## src/rtl/hazard_pkg.sv

```systemverilog
// Shared definitions for the hazard / forwarding controller.
//   FWD_*       : encodings of the EX operand mux selects
//   SB_AW       : register address width stored in a scoreboard entry
//                 (upper bound for the REG_AW parameter of the top)
//   sb_entry_t  : one in-flight instruction in the shadow scoreboard
//   SB_BUBBLE   : an empty entry
//   writes_reg  : true when an entry will write a given non-zero register
package hazard_pkg;

  localparam logic [1:0] FWD_RF  = 2'b00;
  localparam logic [1:0] FWD_MEM = 2'b01;
  localparam logic [1:0] FWD_WB  = 2'b10;

  // Entries always carry 8-bit register numbers; narrower addresses are
  // zero-extended on entry, which keeps equality compares exact.
  localparam int SB_AW = 8;

  typedef struct packed {
    logic             valid;
    logic [SB_AW-1:0] rs;
    logic [SB_AW-1:0] rt;
    logic             uses_rt;
    logic [SB_AW-1:0] rd;
    logic             regwrite;
    logic             memread;
  } sb_entry_t;

  localparam sb_entry_t SB_BUBBLE = '0;

  // Register 0 is hard-wired, so a write to it never produces a value.
  function automatic logic writes_reg(input sb_entry_t e, input logic [SB_AW-1:0] r);
    return e.valid && e.regwrite && (e.rd != '0) && (e.rd == r);
  endfunction

endpackage

```

## src/rtl/sat_counter.sv

```systemverilog
// Saturating up-counter used for performance measurement.
//   clk : clock, rising edge
//   rst : asynchronous active-high reset, clears q
//   clr : synchronous clear, wins over inc
//   inc : count one event this cycle
//   q   : current count, holds at all-ones
module sat_counter #(
  parameter int W = 16
) (
  input  logic         clk,
  input  logic         rst,
  input  logic         clr,
  input  logic         inc,
  output logic [W-1:0] q
);

  localparam logic [W-1:0] MAX = '1;

  always_ff @(posedge clk or posedge rst) begin
    if (rst) begin
      q <= '0;
    end else if (clr) begin
      q <= '0;
    end else if (inc && (q != MAX)) begin
      q <= q + W'(1);
    end
  end

endmodule

```

## src/rtl/hazard_fwd_unit.sv

```systemverilog
// Hazard and forwarding controller for the 5-stage pipeline.
// A shadow scoreboard follows every instruction that left ID
// (entry0 = EX, entry1 = MEM, entry2 = WB, further entries are spare).
//   clk, rst                : clock (rising) and asynchronous active-high reset
//   id_*                    : decoded fields of the instruction sitting in ID
//   redirect                : taken branch / jump resolved at scoreboard index BR_STAGE
//   cnt_clr                 : synchronous clear of both performance counters
//   stall                   : hold PC and IF/ID, bubble into ID/EX (load-use)
//   flush                   : kill the wrong-path instructions (equals redirect)
//   fwd_a, fwd_b            : EX operand mux selects (see hazard_pkg FWD_*)
//   stall_cnt, flush_cnt    : saturating counts of stall / flush cycles
// All outputs are forced to zero while rst is high.
module hazard_fwd_unit #(
  parameter int REG_AW   = 5,
  parameter int DEPTH    = 3,
  parameter int BR_STAGE = 1,
  parameter int CNT_W    = 16
) (
  input  logic              clk,
  input  logic              rst,
  input  logic              id_valid,
  input  logic [REG_AW-1:0] id_rs,
  input  logic [REG_AW-1:0] id_rt,
  input  logic              id_uses_rt,
  input  logic [REG_AW-1:0] id_rd,
  input  logic              id_regwrite,
  input  logic              id_memread,
  input  logic              redirect,
  input  logic              cnt_clr,
  output logic              stall,
  output logic              flush,
  output logic [1:0]        fwd_a,
  output logic [1:0]        fwd_b,
  output logic [CNT_W-1:0]  stall_cnt,
  output logic [CNT_W-1:0]  flush_cnt
);

  import hazard_pkg::*;

  sb_entry_t sb      [DEPTH];
  sb_entry_t sb_next [DEPTH];
  sb_entry_t id_entry;
  logic      load_use;

  // ID instruction in scoreboard form; valid is decided when it is shifted in.
  always_comb begin
    id_entry          = SB_BUBBLE;
    id_entry.valid    = id_valid;
    id_entry.rs       = SB_AW'(id_rs);
    id_entry.rt       = SB_AW'(id_rt);
    id_entry.uses_rt  = id_uses_rt;
    id_entry.rd       = SB_AW'(id_rd);
    id_entry.regwrite = id_regwrite;
    id_entry.memread  = id_memread;
  end

  // A load in EX whose result the ID instruction needs cannot be forwarded
  // in time: the consumer waits one cycle, by which time the load is in MEM
  // and its data reaches EX through the WB forwarding path.
  always_comb begin
    load_use = id_valid && sb[0].valid && sb[0].memread && (sb[0].rd != '0) &&
               ((sb[0].rd == id_entry.rs) ||
                (id_uses_rt && (sb[0].rd == id_entry.rt)));
  end

  // Redirect outranks the load-use stall: the consumer is on the wrong path.
  assign flush = !rst && redirect;
  assign stall = !rst && load_use && !redirect;

  // Shift the scoreboard one stage. Instructions younger than the redirecting
  // stage (entries 0..BR_STAGE-1) are wrong path, so their shifted copies die.
  always_comb begin
    sb_next[0]       = id_entry;
    sb_next[0].valid = id_valid && !stall && !flush;
    for (int i = 1; i < DEPTH; i++) begin
      sb_next[i] = sb[i-1];
      if (redirect && (i <= BR_STAGE)) begin
        sb_next[i].valid = 1'b0;
      end
    end
  end

  always_ff @(posedge clk or posedge rst) begin
    if (rst) begin
      for (int i = 0; i < DEPTH; i++) begin
        sb[i] <= SB_BUBBLE;
      end
    end else begin
      for (int i = 0; i < DEPTH; i++) begin
        sb[i] <= sb_next[i];
      end
    end
  end

  // Forwarding for the instruction in EX; MEM holds the younger value and wins.
  always_comb begin
    fwd_a = FWD_RF;
    fwd_b = FWD_RF;
    if (!rst && sb[0].valid) begin
      if (writes_reg(sb[1], sb[0].rs)) begin
        fwd_a = FWD_MEM;
      end else if (writes_reg(sb[2], sb[0].rs)) begin
        fwd_a = FWD_WB;
      end
      if (sb[0].uses_rt) begin
        if (writes_reg(sb[1], sb[0].rt)) begin
          fwd_b = FWD_MEM;
        end else if (writes_reg(sb[2], sb[0].rt)) begin
          fwd_b = FWD_WB;
        end
      end
    end
  end

  sat_counter #(.W(CNT_W)) u_stall_cnt (
    .clk (clk),
    .rst (rst),
    .clr (cnt_clr),
    .inc (stall),
    .q   (stall_cnt)
  );

  sat_counter #(.W(CNT_W)) u_flush_cnt (
    .clk (clk),
    .rst (rst),
    .clr (cnt_clr),
    .inc (flush),
    .q   (flush_cnt)
  );

endmodule
```

## config.mk

```make
export PLATFORM = sky130hd
export DESIGN_NAME = hazard_fwd_unit
export DESIGN_NICKNAME = d
export VERILOG_FILES = /design/src/rtl/hazard_pkg.sv /design/src/rtl/sat_counter.sv /design/src/rtl/hazard_fwd_unit.sv
export SDC_FILE = /design/constraint.sdc
export NUM_CORES = 1
export LEC_CHECK = 0
export CORE_MARGIN = 2
export CORE_UTILIZATION = 67
export CTS_CLUSTER_SIZE = 16
export DETAILED_ROUTE_END_ITERATION = 8
export DONT_BUFFER_PORTS = 1
export GPL_ROUTABILITY_DRIVEN = 0
export PLACE_DENSITY = 0.88
export SETUP_SLACK_MARGIN = 0.4
export SLEW_MARGIN = 5
export SYNTH_ARGS = -nofsm -noshare
export SYNTH_HDL_FRONTEND = slang
export SYNTH_SLANG_ARGS = --single-unit
```

## constraint.sdc

```tcl
create_clock -name clk -period 3.3 [get_ports clk]
set_input_delay 0.495 -clock clk [delete_from_list [all_inputs] [get_ports clk]]
set_output_delay 0.495 -clock clk [all_outputs]
set_load 0.01 [all_outputs]
```

; ---- Word level (Yosys, flattened, before mapping)
; Cells that the tools add are included.
[word_totals]
ff_bits = 65
latchBits = 0
mem_bits_rw = 0
romBits = 0
word_cells = 68
mem_count = 0
[op_classes]
addsub = 2
mul = 0
div = 0
magnitude_cmp = 0
n_eq_ne = 8
shift = 0
n_mux = 12
bitwise_logic = 0
n_reduce_logical = 31
[op_table]
columns = operator, n
row1 = two-way mux 16 bit, 4
row2 = adder 16 x 1 -> 16 bit (second input constant), 2
row3 = inequality test 16 bit (second input constant), 2
row4 = equality test 5 bit, 6
row5 = nonzero test 8 bit, 3
row6 = logical AND 1 bit, 21
row7 = two-way mux 2 bit, 7
row8 = logical NOT 1 bit, 4
row9 = nonzero test 2 bit, 2
row10 = logical OR 1 bit, 1
row11 = two-way mux 1 bit, 1

; ---- Depth between registers and ports, before layout
[depth]
ltp_word = 9
depth_mapped = 7
ltp_nobuf = 6

; ---- Modules after synthesis
; Synthesis repeated with hierarchy kept, for this count alone.
[unflattened]
hier_cells = 297
hier_area_um2 = 3150.5
[modules_own_cells]
columns = module, instances, cells_each, area_each_um2, seq_area_each_um2
row1 = sat_counter, 2, 101, 932.1, 400.4
row2 = hazard_fwd_unit, 1, 95, 1286.2, 825.8

; ---- Worst setup path before layout
; Ideal clock, no wire load.
[synth_path]
kind = in2reg
startpoint = in id_rt[3]
endpoint = reg u_stall_cnt.q[10]
setup_time_ns = 0.125
arrival_ns = 1.932
required_time_ns = 3.175
path_slack_ns = 1.243
stages = 6
n_path_buf = 1
cell_sequence = xor2_1 -> nor4_2 -> a32oi_2 -> buf_6 -> nor4b_1 -> mux2_2
[synth_between]
elab_chain_cells = 8
[synth_lines]
columns = element, line
row1 = start: declaration, hazard_fwd_unit.sv:23  ; input logic [REG_AW-1:0] id_rt,
row2 = equality test 5 bit, hazard_fwd_unit.sv:63  ; (id_uses_rt && (sb[0].rd == id_entry.rt)));
row3 = logical AND 1 bit, hazard_fwd_unit.sv:63
row4 = logical OR 1 bit, hazard_fwd_unit.sv:62  ; ((sb[0].rd == id_entry.rs) ||
row5 = logical AND 1 bit, hazard_fwd_unit.sv:61  ; load_use = id_valid && sb[0].valid && sb[0].memread && (sb[0].rd != '0) &&
row6 = logical AND 1 bit (2 in a row), hazard_fwd_unit.sv:68  ; assign stall = !rst && load_use && !redirect;
row7 = logical AND 1 bit, sat_counter.sv:24  ; end else if (inc && (q != MAX)) begin
row8 = nonzero test 2 bit (no source line), n/a
row9 = end signal: assignment, sat_counter.sv:25  ; q <= q + W'(1);
row10 = end: declaration, sat_counter.sv:14  ; output logic [W-1:0] q
; Every way passes these cells.
; A chain may end at the register's enable or synchronous reset.

; ---- Worst setup path in the final report
[layout_path]
startpoint = reg sb[31] (netlist bit)
endpoint = out fwd_a[1]
[layout_between]
elab_chain_cells = 5
word_cells_on_any_way = 6
cone_classes = eq/ne (1) / mux (2) / reduce/logical (3)
[layout_lines]
columns = element, line
row1 = start: declaration, hazard_fwd_unit.sv:40  ; sb_entry_t sb [DEPTH];
row2 = start signal: indexed assignment, hazard_fwd_unit.sv:90  ; sb[i] <= sb_next[i];
row3 = nonzero test 8 bit, hazard_pkg.sv:32  ; return e.valid && e.regwrite && (e.rd != '0) && (e.rd == r);
row4 = logical AND 1 bit, hazard_pkg.sv:32
row5 = logical AND 1 bit *, hazard_pkg.sv:32
row6 = two-way mux 2 bit *, hazard_fwd_unit.sv:100  ; if (writes_reg(sb[1], sb[0].rs)) begin
row7 = two-way mux 2 bit *, hazard_fwd_unit.sv:99  ; if (!rst && sb[0].valid) begin
row8 = end: declaration, hazard_fwd_unit.sv:32  ; output logic [1:0] fwd_a,
; Every way passes the cells marked *; elsewhere a longest branch is shown, timed or not.

==> flow_summary.json <==
{
  "rr_startpoint": "sb[61]$_DFF_PP0_",
  "synth_nets": 309,
  "avgSynthCellArea_um2": 10.8,
  "critPathArrivalTime_ns": 2.24,
  "rows": 24,
  "grt_pass1_wl_um": 10800,
  "rsz0062_at_grt": "false",
  "fp.dieArea_mm2": 0.00514,
  "cpMostUsedCell": "or4_1",
  "cap_violations": 0,
  "period_share_pct": 82.8,
  "drv_slew": 0,
  "syn_to_final_growth_pct": 9.78,
  "drive_gt1_share_pct": 9.22,
  "ioPinCount": 61,
  "hold_end": "sb[56]$_DFF_PP0_",
  "gr-total-overflow": 0,
  "setup_viol": 0,
  "grt_start_max_net_pins": 57,
  "cts_root_buf": "clkbuf_8",
  "clk_latency_ns": 0.35,
  "wl_um": 6720,
  "cp-end-kind": "output port",
  "yosysWarnings": 0,
  "grt_pass1_vias": 2199,
  "yosysTopAreaCellShare_pct": 53.0,
  "p_leak_uw": 0.00132,
  "hp-start": "id_memread",
  "placed_cells": 330,
  "hpwl_um": 4470,
  "synth_cells": 284,
  "core_mm2": 0.00438,
  "hold_depth": 0,
  "whs_ns": 0.163,
  "cts_tree": "yes",
  "power_switching_uw": 374,
  "vdd_drop_max_mv": 0.351,
  "cts_buffer_depth": 2,
  "rr_worst_depth": 5,
  "status": "complete, no violations",
  "pre_cts_slack_ns": 0.916,
  "fill_cells": 287,
  "intPower_uw": 1420,
  "critPathMaxFanout": 4,
  "fin_crit_ns": 2.73,
  "relSlewSlack_pct": 26.1,
  "cts_num_sinks": 65,
  "htree_levels": 3,
  "synth.area.top_cells": "dfrtp_1, xor2_1, xnor2_1, nor2_1, or4_1",
  "fmax_ghz": 0.366,
  "crit_path_max_incr_delay_ns": 0.57,
  "multiInputGateArea_mm2": 0.00139,
  "hold_buffers": 0,
  "antenna_left": 0,
  "required_ns": 2.80,
  "setup_ws_ns": 0.566,
  "post_cts_buffers": 0,
  "drt-initial-drc-count": 127,
  "portBuffers": 0,
  "cp_slowest_cell": "or4_1",
  "final_area_mm2": 0.00337,
  "finalHoldViolCount": 0,
  "clockPowerShare_pct": 48.8,
  "path_class": "reg -> out",
  "groute.usage.overall_pct": 28.3,
  "critPathLaunchType": "register",
  "final_cell_count_no_fill": 346,
  "regArea_mm2": 0.00163,
  "finalNetCount": 314,
  "p_comb_share_pct": 4.1,
  "cts_buffers": 9,
  "switching_share_pct": 20.8,
  "ys_seq_area_share_pct": 53.0,
  "holdCritPathClass": "in -> reg",
  "worstPathCellList": "or4_1 -> o211ai_1 -> or4_1 -> nor3b_1",
  "p_per_area_mw_per_mm2": 533,
  "vias_per_cell": 6.45,
  "final.setup_skew_ns": 0.0122,
  "clk_pin_slew_ns": 0.08,
  "start_util_pct": 70.1,
  "worstMarginPinSlew_ns": 1.11,
  "antenna_found_initial": 1,
  "vias": 2232,
  "syn_area_mm2": 0.00307,
  "wl_per_cell_um": 19.4,
  "fin_setup_tns_ns": 0,
  "fp.dieH_um": 71.7,
  "synth_cell_types": 37,
  "dr.pass1.iters": 4,
  "r2r-end": "u_stall_cnt.q[10]$_DFFE_PP0P_",
  "synth_top_cell_by_area": "dfrtp_1",
  "drc": 0,
  "die_x_um": 71.7,
  "cts_repair_resize_count": 0,
  "reg2reg_slack_ns": 0.95,
  "synth-seq-cells": 65,
  "placed_cell_area_mm2": 0.00311,
  "p_seq_share_pct": 47.1
}
==> critical path, delay by kind of cell, from the launching register on <==
family / cells / cell delay [ns]
and+or+nand+nor: 3 / 1.18
DFF: 1 / 0.43
AOI/OAI and AO/OA: 1 / 0.28
==> logic make-up (layout without fill, tap and decap cells) <==
group	after synthesis	in the layout	synth area share, %
compound gates	38	38	8.55
xor+xnor	41	41	11.7
fa+ha+maj	2	2	0.815
buf+inv	13	22	1.87
flops	65	65	53.0
mux	6	6	2.16
other cells	0	1	0
simple gates	119	119	22.0
==> through the flow <==
stage          util (%)  power [µW]
2_1_floorplan         -         919
5_1_grt            76.9        1850
3_5_place_dp       71.0         933
3_3_place_gp       71.0         928
4_1_cts            76.9        1810
6_report           76.9        1800
==> power by group through the flow <==
stage               clock network (µW)  registers, µW  logic (µW)
floorplan                            0            853        66.7
global placement                     0            859        69.8
detailed placement                   0            860        72.6
CTS                                888            846        74.6
global route                       919            848        81.6
finish                             878            847        73.0
==> cells in the mapped netlist <==
| cell type | n |
|---|---|
| nor2b_1 | 8 |
| o21ai_0 | 4 |
| and4_1 | 3 |
| o2111ai_1 | 1 |
| a41oi_1 | 1 |
| xnor2_1 | 19 |
| a21oi_1 | 15 |
| nand2_1 | 13 |
| or3_1 | 4 |
| o31ai_1 | 9 |
| ha_1 | 2 |
| nor4b_1 | 1 |
| nand4b_4 | 1 |
| and3_1 | 2 |
| nor4_2 | 1 |
| a32oi_2 | 1 |
| dfrtp_1 | 65 |
| o21ai_1 | 1 |
| o21ba_2 | 1 |
| buf_6 | 1 |
| xor2_1 | 22 |
| o211ai_1 | 3 |
| clkbuf_1 | 6 |
| mux2i_1 | 1 |
| mux2_2 | 5 |
| nand2b_1 | 3 |
| a211oi_4 | 1 |
| or4_1 | 12 |
| nor2_1 | 24 |
| nor3_1 | 9 |
| nand4_1 | 11 |
| nor3b_1 | 2 |
| inv_1 | 5 |
| nand3_1 | 14 |
| nor4_1 | 11 |
| buf_2 | 1 |
| a311oi_1 | 1 |
==> cells in the final DEF (no fill, tap or decap), drive strengths merged, types with 8 or more instances in the layout <==
cell / count
nor4: 12
nand2: 13
nor2: 24
nand3: 14
a21oi: 15
nand4: 11
or4: 12
clkbuf: 10
o31ai: 9
nor2b: 8
dfrtp: 65
xor2: 22
nor3: 9
xnor2: 19
==> area by class of cell <==
type | instances | share of cell area, %
Sequential cell | 65 | 48.2
Multi-Input combinational cell | 206 | 41.2
Clock inverter | 5 | 3.82
Clock buffer | 10 | 3.78
Tap cell | 52 | 1.93
Inverter | 5 | 0.557
Timing Repair Buffer | 2 | 0.445
Antenna cell | 1 | 0.0742
==> sequential cells by signal, summed over array words and instances, names as in the netlist <==
| signal | cells |
|---|---|
| u_flush_cnt.q | 16 |
| sb | 33 |
| u_stall_cnt.q | 16 |
==> worst max path at each step <==
stage / from / to / slack, ns / cells after the start
finish: sb[31]$_DFF_PP0_ / fwd_a[1] / 0.57 / 4
global route: sb[60]$_DFF_PP0_ / stall / 0.46 / 4
CTS: sb[31]$_DFF_PP0_ / fwd_a[1] / 0.54 / 4
detailed placement: id_rt[3] / u_stall_cnt.q[10]$_DFFE_PP0P_ / 0.92 / 5
global placement: id_rt[3] / u_stall_cnt.q[10]$_DFFE_PP0P_ / 1.00 / 5
floorplan: rst / sb[1]$_DFF_PP0_ / 1.18 / 1
==> per-layer routing <==
metal  GRT usage (%)  routed length [µm]  vias to the layer above  share of wire (%)
met5               0                   0                        -                  0
li1                -                   -                     1045                  -
met4            9.64                 120                        0                1.8
met3            13.4                 569                       12                8.5
met2            45.2                3340                       81                 50
met1            33.9                2690                     1094                 40
No activity file was read; power rests on OpenSTA's default activity.
